`src/rtl/fpu_pkg.sv`:
```
// Shared types and constants for the FPU operation sequencer: state encoding,
// error codes, op bit positions and the one-hot legality check.
package fpu_pkg;

    typedef enum logic [2:0] {
        ST_IDLE   = 3'd0,
        ST_DECODE = 3'd1,
        ST_EXEC   = 3'd2,
        ST_ENCODE = 3'd3,
        ST_DONE   = 3'd4,
        ST_ERROR  = 3'd5
    } state_t;

    localparam logic [1:0] ERR_NONE    = 2'b00;
    localparam logic [1:0] ERR_ILLEGAL = 2'b01;
    localparam logic [1:0] ERR_TIMEOUT = 2'b10;
    localparam logic [1:0] ERR_ABORT   = 2'b11;

    localparam int OP_ROUND = 0;
    localparam int OP_SQRT  = 1;
    localparam int OP_ADD   = 2;
    localparam int OP_SUB   = 3;
    localparam int OP_MULT  = 4;
    localparam int OP_DIV   = 5;
    localparam int OP_COMP  = 6;

    // Widest op vector the legality check handles; callers zero-extend into it.
    localparam int MAX_OPS = 32;

    function automatic logic is_onehot(input logic [MAX_OPS-1:0] v);
        return (v != '0) && ((v & (v - 1'b1)) == '0);
    endfunction

endpackage

```
`src/rtl/fpu_seq_timer.sv`:
```
// Per-phase watchdog: counts enabled cycles since the last clear and flags
// when the count reaches TIMEOUT_CYC-1.
module fpu_seq_timer #(
    parameter int TIMEOUT_W   = 8,
    parameter int TIMEOUT_CYC = 200
) (
    input  logic clk,
    input  logic rst_n,
    input  logic clear,
    input  logic enable,
    output logic expired
);

    localparam logic [TIMEOUT_W-1:0] LAST = TIMEOUT_W'(TIMEOUT_CYC - 1);

    logic [TIMEOUT_W-1:0] count;

    // NOTE: sequential state uses non-blocking assignments so every register
    // samples the pre-edge values of its neighbours.
    always_ff @(posedge clk or negedge rst_n) begin
        if (!rst_n) begin
            count <= '0;
        end else if (clear) begin
            count <= '0;
        end else if (enable && !expired) begin
            count <= count + 1'b1;
        end
    end

    assign expired = (count == LAST);

endmodule

```
`src/rtl/fpu_sequencer.sv`:
```
// FPU operation sequencer: walks one op through decoder, selected unit and
// encoder, waiting on each ready under a watchdog, and reports done or error.
module fpu_sequencer
    import fpu_pkg::*;
#(
    parameter int NUM_OPS     = 7,
    parameter int TIMEOUT_W   = 8,
    parameter int TIMEOUT_CYC = 200
) (
    input  logic               fpu_clk,
    input  logic               fpu_rst_n,
    input  logic               fpu_en_i,
    input  logic               fpu_start_i,
    input  logic [NUM_OPS-1:0] fpu_op_i,
    input  logic               fpu_dec_ready_i,
    input  logic [NUM_OPS-1:0] fpu_mod_ready_i,
    input  logic               fpu_enc_ready_i,
    output logic               fpu_dec_en_o,
    output logic [NUM_OPS-1:0] fpu_mod_en_o,
    output logic               fpu_enc_en_o,
    output logic               fpu_busy_o,
    output logic               fpu_done_o,
    output logic               fpu_err_o,
    output logic [1:0]         fpu_err_code_o
);

    state_t               state;
    state_t               state_next;
    state_t               advance;
    logic [NUM_OPS-1:0]   op_q;
    logic [1:0]           err_code_q;
    logic [1:0]           err_code_next;
    logic                 busy;
    logic                 accept;
    logic                 waited_ready;
    logic                 timer_expired;

    assign busy   = (state == ST_DECODE) || (state == ST_EXEC) || (state == ST_ENCODE);
    assign accept = (state == ST_IDLE) && fpu_en_i && fpu_start_i
                    && is_onehot(MAX_OPS'(fpu_op_i));

    // NOTE: every signal written here gets a default first so no path through
    // the case statement leaves it unassigned and infers a latch.
    always_comb begin
        state_next    = state;
        err_code_next = err_code_q;
        advance       = ST_IDLE;
        waited_ready  = 1'b0;
        unique case (state)
            ST_IDLE: begin
                if (fpu_en_i && fpu_start_i) begin
                    if (accept) begin
                        state_next    = ST_DECODE;
                        err_code_next = ERR_NONE;
                    end else begin
                        state_next    = ST_ERROR;
                        err_code_next = ERR_ILLEGAL;
                    end
                end
            end
            ST_DECODE: begin
                waited_ready = fpu_dec_ready_i;
                advance      = ST_EXEC;
            end
            ST_EXEC: begin
                waited_ready = |(fpu_mod_ready_i & op_q);
                advance      = ST_ENCODE;
            end
            ST_ENCODE: begin
                waited_ready = fpu_enc_ready_i;
                advance      = ST_DONE;
            end
            ST_DONE, ST_ERROR: state_next = ST_IDLE;
            default:           state_next = ST_IDLE;
        endcase

        // Abort beats ready, and ready on the expiry cycle still wins over timeout.
        if (busy) begin
            if (!fpu_en_i) begin
                state_next    = ST_ERROR;
                err_code_next = ERR_ABORT;
            end else if (waited_ready) begin
                state_next    = advance;
            end else if (timer_expired) begin
                state_next    = ST_ERROR;
                err_code_next = ERR_TIMEOUT;
            end
        end
    end

    // NOTE: only control registers sit behind the asynchronous reset; there is
    // no storage array here that would need to stay out of it.
    always_ff @(posedge fpu_clk or negedge fpu_rst_n) begin
        if (!fpu_rst_n) begin
            state      <= ST_IDLE;
            op_q       <= '0;
            err_code_q <= ERR_NONE;
        end else begin
            state      <= state_next;
            err_code_q <= err_code_next;
            if (accept) begin
                op_q <= fpu_op_i;
            end
        end
    end

    fpu_seq_timer #(
        .TIMEOUT_W   (TIMEOUT_W),
        .TIMEOUT_CYC (TIMEOUT_CYC)
    ) u_timer (
        .clk     (fpu_clk),
        .rst_n   (fpu_rst_n),
        .clear   (state_next != state),
        .enable  (busy),
        .expired (timer_expired)
    );

    // Outputs decode registered state only, so they drop with reset at once.
    always_comb begin
        fpu_dec_en_o   = busy;
        fpu_mod_en_o   = ((state == ST_EXEC) || (state == ST_ENCODE)) ? op_q : '0;
        fpu_enc_en_o   = (state == ST_ENCODE);
        fpu_busy_o     = busy;
        fpu_done_o     = (state == ST_DONE);
        fpu_err_o      = (state == ST_ERROR);
        fpu_err_code_o = err_code_q;
    end

endmodule

```
`config.mk`:
```
export PLATFORM = sky130hd
export DESIGN_NAME = fpu_sequencer
export DESIGN_NICKNAME = d
export VERILOG_FILES = /design/src/rtl/fpu_pkg.sv /design/src/rtl/fpu_seq_timer.sv /design/src/rtl/fpu_sequencer.sv
export SDC_FILE = /design/constraint.sdc
export NUM_CORES = 1
export LEC_CHECK = 0
export ABC_AREA = 1
export CAP_MARGIN = 20
export CORE_MARGIN = 1
export CORE_UTILIZATION = 43
export CTS_BUF_LIST = sky130_fd_sc_hd__clkbuf_16
export DETAILED_ROUTE_END_ITERATION = 10
export GPL_TIMING_DRIVEN = 0
export PLACE_DENSITY = 0.86
export SYNTH_ARGS = -nofsm -noshare
export SYNTH_HDL_FRONTEND = slang
export SYNTH_SLANG_ARGS = --single-unit
```
`constraint.sdc`:
```
create_clock -name fpu_clk -period 1.55 [get_ports fpu_clk]
set_input_delay 0.155 -clock fpu_clk [delete_from_list [all_inputs] [get_ports fpu_clk]]
set_output_delay 0.155 -clock fpu_clk [all_outputs]
set_load 0.01 [all_outputs]
```
# Word-level counts from Yosys, hierarchy flattened
# Index checks and enable logic that the tools add are counted.
# word_totals
register_bits	20
in_bits	20
elab_cells	50
# op_classes
n_addsub	2
reduce_logical	16
n_bitwise	2
eq_ne	7
muxes	19
# op_table
op	n
AND 7 x 32 -> 32 bit	1
logical NOT 32 bit	1
2-to-1 mux 3 bit	6
2-to-1 mux 8 bit	2
2-to-1 mux 2 bit	6
case mux 3 bit (3 select lines)	1
adder 8 x 1 -> 8 bit (second input constant)	1
equality test 8 bit (second input constant)	1
subtractor 7 x 1 -> 8 bit (second input constant)	1
AND 7 bit	1
2-to-1 mux 7 bit	1
nonzero test 7 bit	1
OR reduction 7 bit	1
equality test 3 x 2 -> 1 bit (second input constant)	2
equality test 3 bit (second input constant)	2
logical AND 1 bit	6
case mux 3 bit (2 select lines)	1
equality test 3 x 1 -> 1 bit (second input constant)	1
logical NOT 3 bit	1
logical OR 1 bit	3
inequality test 3 bit	1
case mux 1 bit (3 select lines)	1
OR reduction 3 bit	1
nonzero test 2 bit	1
other kinds (2)	2

# Longest topological paths before layout
# depth
depth_word	14
ltp_mapped	13

# Hierarchy
# From an unflattened synthesis, not the netlist that was laid out.
# unflattened
hier_cells	197
area_unflattened_um2	1413.9
# modules_own_cells
mod	cells_per_inst	n_inst	seq_area_each_um2	area_per_inst_um2
fpu_sequencer	125	1	300.3	892.1
fpu_seq_timer	72	1	200.2	521.8

# Least setup slack after synthesis
# OpenSTA, ideal clock, no wires.
# synth_path
path_type	flip-flop to flip-flop
from	reg u_timer.count[0]
to	reg u_timer.count[5]
t_required_ns	1.429
setup_slack_ns	0.009
setup_time_ns	0.121
arrival_time_ns	1.421
path_stages_with_launch	13
period_less_slack_ns	1.541
n_path_buf	0
cell_sequence	dfrtp_1 > ha_1 > nand2_1 > nor2_1 > nand2_2 > nor2_2 > nand3_2 > nand2_2 > inv_2 > nand3_1 > nand2_2 > nand2_4 > nor2_2
# synth_between
elab_chain_cells	7
# synth_lines
item	line	rtl
from (decl)	fpu_seq_timer.sv:16	logic [TIMEOUT_W-1:0] count;
from (signal assigned)	fpu_seq_timer.sv:26	count <= count + 1'b1;
equality test 8 bit	fpu_seq_timer.sv:30	assign expired = (count == LAST);
2-to-1 mux 3 bit	fpu_sequencer.sv:84	end else if (timer_expired) begin
2-to-1 mux 3 bit	fpu_sequencer.sv:82	end else if (waited_ready) begin
2-to-1 mux 3 bit	fpu_sequencer.sv:79	if (!fpu_en_i) begin
2-to-1 mux 3 bit	fpu_sequencer.sv:78	if (busy) begin
inequality test 3 bit	fpu_sequencer.sv:113	.clear (state_next != state),
2-to-1 mux 8 bit / nonzero test 2 bit (equally long branches)	n/a	
# Several ways; a longest one is shown, not always the timed one. The select of a mux whose other input is x is not followed.
# A chain may end at the register's enable or synchronous reset.

# Worst setup path after layout
# layout_path
from	reg state[0]
to	reg u_timer.count[6]
# layout_between
elab_chain_cells	13
# layout_lines
item	line	rtl
from (decl)	fpu_sequencer.sv:27	state_t state;
from (signal assigned)	fpu_sequencer.sv:99	state <= state_next;
logical NOT 3 bit	fpu_sequencer.sv:39, fpu_sequencer.sv:49	
logical AND 1 bit (2 in a row)	fpu_sequencer.sv:39	assign accept = (state == ST_IDLE) && fpu_en_i && fpu_start_i
logical AND 1 bit	fpu_sequencer.sv:40	&& is_onehot(MAX_OPS'(fpu_op_i));
2-to-1 mux 3 bit	fpu_sequencer.sv:52	if (accept) begin
2-to-1 mux 3 bit	fpu_sequencer.sv:51	if (fpu_en_i && fpu_start_i) begin
case mux 3 bit (2 select lines)	fpu_sequencer.sv:49	unique case (state)
2-to-1 mux 3 bit	fpu_sequencer.sv:84	
2-to-1 mux 3 bit	fpu_sequencer.sv:82	
2-to-1 mux 3 bit	fpu_sequencer.sv:79	
2-to-1 mux 3 bit	fpu_sequencer.sv:78	
inequality test 3 bit	fpu_sequencer.sv:113	
2-to-1 mux 8 bit / nonzero test 2 bit (equally long branches)	n/a	
# Several ways; a longest one is shown, not always the timed one.

==> Flow_metrics.wiki <==
{| class="wikitable"
! Metric !! Value
|-
| Power per cell area || ~1400 mW/mm^2
|-
| Share of final-layout standard cells stronger than drive strength 1 || about a third
|-
| Leading cell types by total area after synthesis || sky130_fd_sc_hd__dfrtp_1 (40%), sky130_fd_sc_hd__nand2_1 (12%), sky130_fd_sc_hd__nor2_1 (6.2%), sky130_fd_sc_hd__nor2_2 (5.9%), sky130_fd_sc_hd__inv_1 (4.4%)
|-
| Clock buffer count from CTS || 3
|-
| Worst Tran Pin Value || between 800 and 900 ps
|-
| Non-Filler Instances || between 200 and 300
|-
| Total length of routed wires || between 3 and 4 mm
|-
| Number of instances in the synthesized netlist || 170
|-
| Total number of vias || about 1.3k
|-
| Sequential share of power || 26.8%
|-
| Setup CP Type || flip-flop to flip-flop
|-
| Top-level I/O count || 34
|-
| Most frequent cell after synthesis || sky130_fd_sc_hd__nand2_1
|-
| Total iterations of the first detailed-routing run || 4
|-
| Main flop type after synthesis || sky130_fd_sc_hd__dfrtp_1
|-
| Design internal power || around 0.0016 W
|-
| Part of the total power dissipated in the clock network || 18.6%
|-
| Switching Power || ~0.0012 W
|-
| Utilization after layout || a little under 70%
|-
| Number of endpoints with negative hold slack in the final report || 0
|-
| Placed cell count || ~230
|-
| Cell type with the largest total area after synthesis || sky130_fd_sc_hd__dfrtp_1
|-
| FP Rows || 19
|-
| Average cell area after synthesis || 7.45 um^2
|-
| DRT antenna net count || 0
|-
| Largest vdd supply drop || roughly 0.001 V
|-
| Critical Path AT || a little under 2000 ps
|-
| Nature of the critical path startpoint || flip-flop
|-
| Data required time of the critical path || roughly 1700 ps
|-
| Maximum operating frequency || ~0.55 GHz
|-
| Count of state elements after synthesis || 20
|-
| Clock tree skew after final layout || around 3.1 ps
|-
| Nature of the critical path endpoint || flip-flop
|-
| Floorplan die width || approximately 56 um
|-
| Slew Limit Fails || 0
|-
| Area enclosed by the die boundary || ~0.0032 mm^2
|-
| Number of buffers on the longest clock path || 2
|-
| Max-cap check violation count || 0
|-
| Starting density of the core || a little under half
|-
| Critical path fanouts, max || 8
|-
| Pin count of the biggest net entering global routing || 21
|-
| Async SR Flop Fraction || 100%
|-
| CTS clk-pin slew, worst paths || about 50 ps
|-
| Leakage dissipation || between 0.9 and 1 nW
|-
| Vias in the first global route || between 1k and 1.5k
|-
| Clk root buf || sky130_fd_sc_hd__clkbuf_16
|-
| Die extent in y || 56.3 um
|-
| Worst min-delay path category || input port to flip-flop
|-
| Proportion of synthesized chip area in sequential cells || 39.5%
|-
| Fraction of power consumed by combinational cells || 54.6%
|-
| Final HPWL from detailed placement || ~2 mm
|-
| Number of levels in the clock H-tree || 1
|-
| Global-route wire length before repair || approximately 5.3 mm
|-
| Post-synth top area share || 39.5%
|-
| Violated checks || negative setup slack
|-
| Number of antenna violations at the first check in global routing || 0
|-
| Number of nets produced by synthesis || ~190
|-
| Core area || 0.00278 mm^2
|-
| Drt drc || 0
|-
| TNS Setup || -1930 ps
|-
| Flop-to-flop setup slack || -260 ps
|-
| Fraction of power spent switching nets || around two fifths
|-
| Netlist area before placement || ~0.0013 mm^2
|-
| Minimum clock period after layout || ~1800 ps
|-
| Placer congestion estimate || around 0.86
|-
| Number of hold-repair buffers added at the cts stage || 0
|-
| Number of input and output port buffers inserted || 33
|-
| Worst hold margin || roughly 240 ps
|-
| Post-route worst setup slack || -260 ps
|-
| Relative slew margins || 41.1%
|-
| TritonCTS clock tree || yes
|-
| Final setup vio count || 10
|-
| Diodes inserted || 0
|-
| Clk sinks || 20
|-
| Drt first-iter violations || a little over 60
|-
| Total of warnings raised by yosys || 0
|-
| Unrepaired setup endpoints after global routing || true
|-
| Layout Nets || 246
|-
| Library cells used by synthesis || 26
|-
| Area growth from synthesis to final layout || 51.9%
|-
| Worst slack at placement || -388 ps
|-
| GRT Util Overall || 21.5%
|-
| Clock latency of the later-clocked register in the worst-skew pair || approximately 250 ps
|-
| Number of synthesized flops with an enable pin || 0
|-
| Leading cell types by count after synthesis || sky130_fd_sc_hd__nand2_1 (42), sky130_fd_sc_hd__nor2_1 (21), sky130_fd_sc_hd__dfrtp_1 (20), sky130_fd_sc_hd__inv_1 (15), sky130_fd_sc_hd__nor2_2 (12)
|-
| Share of the clock period used by the worst path || 117%
|-
| Drt via density || about 5.2
|-
| Sum of overflow across all layers after global routing || 0
|-
| Routed wirelength normalized by instance count || 14.9 um
|-
| Result of the run || finished with violations
|}
## critical path, cell delays in order, from the launching register on
cell,delay (ps)
sky130_fd_sc_hd__dfrtp_1,390
sky130_fd_sc_hd__inv_2,70
sky130_fd_sc_hd__buf_6,130
sky130_fd_sc_hd__nor2_4,90
sky130_fd_sc_hd__o211ai_1,190
sky130_fd_sc_hd__nand3_1,170
sky130_fd_sc_hd__nand2_1,90
sky130_fd_sc_hd__nand2_1,120
sky130_fd_sc_hd__nand3_2,80
sky130_fd_sc_hd__nor2_2,170
sky130_fd_sc_hd__nand2_4,130
sky130_fd_sc_hd__nor2_2,120
## cell usage in the layout, fill, tap and decap left out, drive strengths merged
master         Yosys  layout
nand2             51      51
nor2              34      34
buf                3      21
inv               21      21
dfrtp             20      20
clkdlybuf4s50      0      14
o21ai             11      11
nand3             11      11
dlymetal6s2s       0       6
dlygate4sd2        0       6
clkbuf             0       6
nor3               5       5
nand4              3       3
xor2               3       3
clkdlybuf4s15      0       3
xnor2              2       2
o211ai             1       1
o22ai              1       1
clkinv             1       1
a31o               1       1
mux2               1       1
ha                 1       1
## cells by family (layout without fill, tap and decap cells)
group	Yosys count	after routing	share of synthesized area [%]
buf+inv	25	78	8.50
flops	20	20	39.5
fa+ha+maj	1	1	0.988
simple gates	104	104	40.5
xor+xnor	5	5	3.46
compound gates	14	14	6.13
mux	1	1	0.889
## metrics by stage
| stage | instance area [um^2] | power [W] |
|---|---|---|
| 3_5_place_dp | 1640 | 0.00196 |
| 4_1_cts | 1770 | 0.00253 |
| 3_3_place_gp | 1640 | 0.00194 |
| 2_1_floorplan | 1270 | 0.00153 |
| 6_report | 1920 | 0.00279 |
| 5_1_grt | 1920 | 0.00296 |
## worst paths after layout
kind | start | end | depth (start not counted)
hold reg to reg | fpu_err_code_o[1] | fpu_err_code_o[1] | 2
min in group asynchronous | fpu_rst_n | u_timer.count[5] | 1
max in group asynchronous | fpu_rst_n | state[1] | 1
setup / recovery | state[0] | u_timer.count[6] | 11
setup reg to reg | state[0] | u_timer.count[6] | 11
hold / removal | fpu_op_i[0] | op_q[0] | 3
## sequential cells by signal (all words and copies together) (netlist names)
name,cells
u_timer.count,8
op_q,7
state,3
fpu_err_code_o,2
## metal layers
metal / share of wire, % / GRT usage, % / up-vias
met5: 0 / 0 / -
met4: 3.6 / 9.06 / 0
met3: 8.0 / 2.30 / 15
met2: 48 / 35.9 / 61
met1: 40 / 28.4 / 611
li1: - / - / 638
## power groups by stage
stage               clock network [W]  registers [W]  logic, W
floorplan                           0       0.000728  0.000806
global placement                    0       0.000735   0.00120
detailed placement                  0       0.000746   0.00121
CTS                          0.000524       0.000739   0.00127
global route                 0.000556       0.000762   0.00164
finish                       0.000518       0.000747   0.00152
## cell type report
cell class / instances / area (um^2)
plain buffers: 3 / 30.0
fillers: 198 / 858
repair buffers: 50 / 455
clock buffers: 3 / 75.1
multi-input cells: 125 / 734
well taps: 31 / 38.8
inverters: 22 / 87.6
flip-flops and latches: 20 / 502
## timing repair
action | CTS | global route
setup endpoints to repair | 28 | 26
cloned | 0 | 1
pin swaps | 1 | 18
gates resized for setup | 26 | 27
buffers inserted | 4 | 12
No activity file was read; power rests on OpenSTA's default activity.
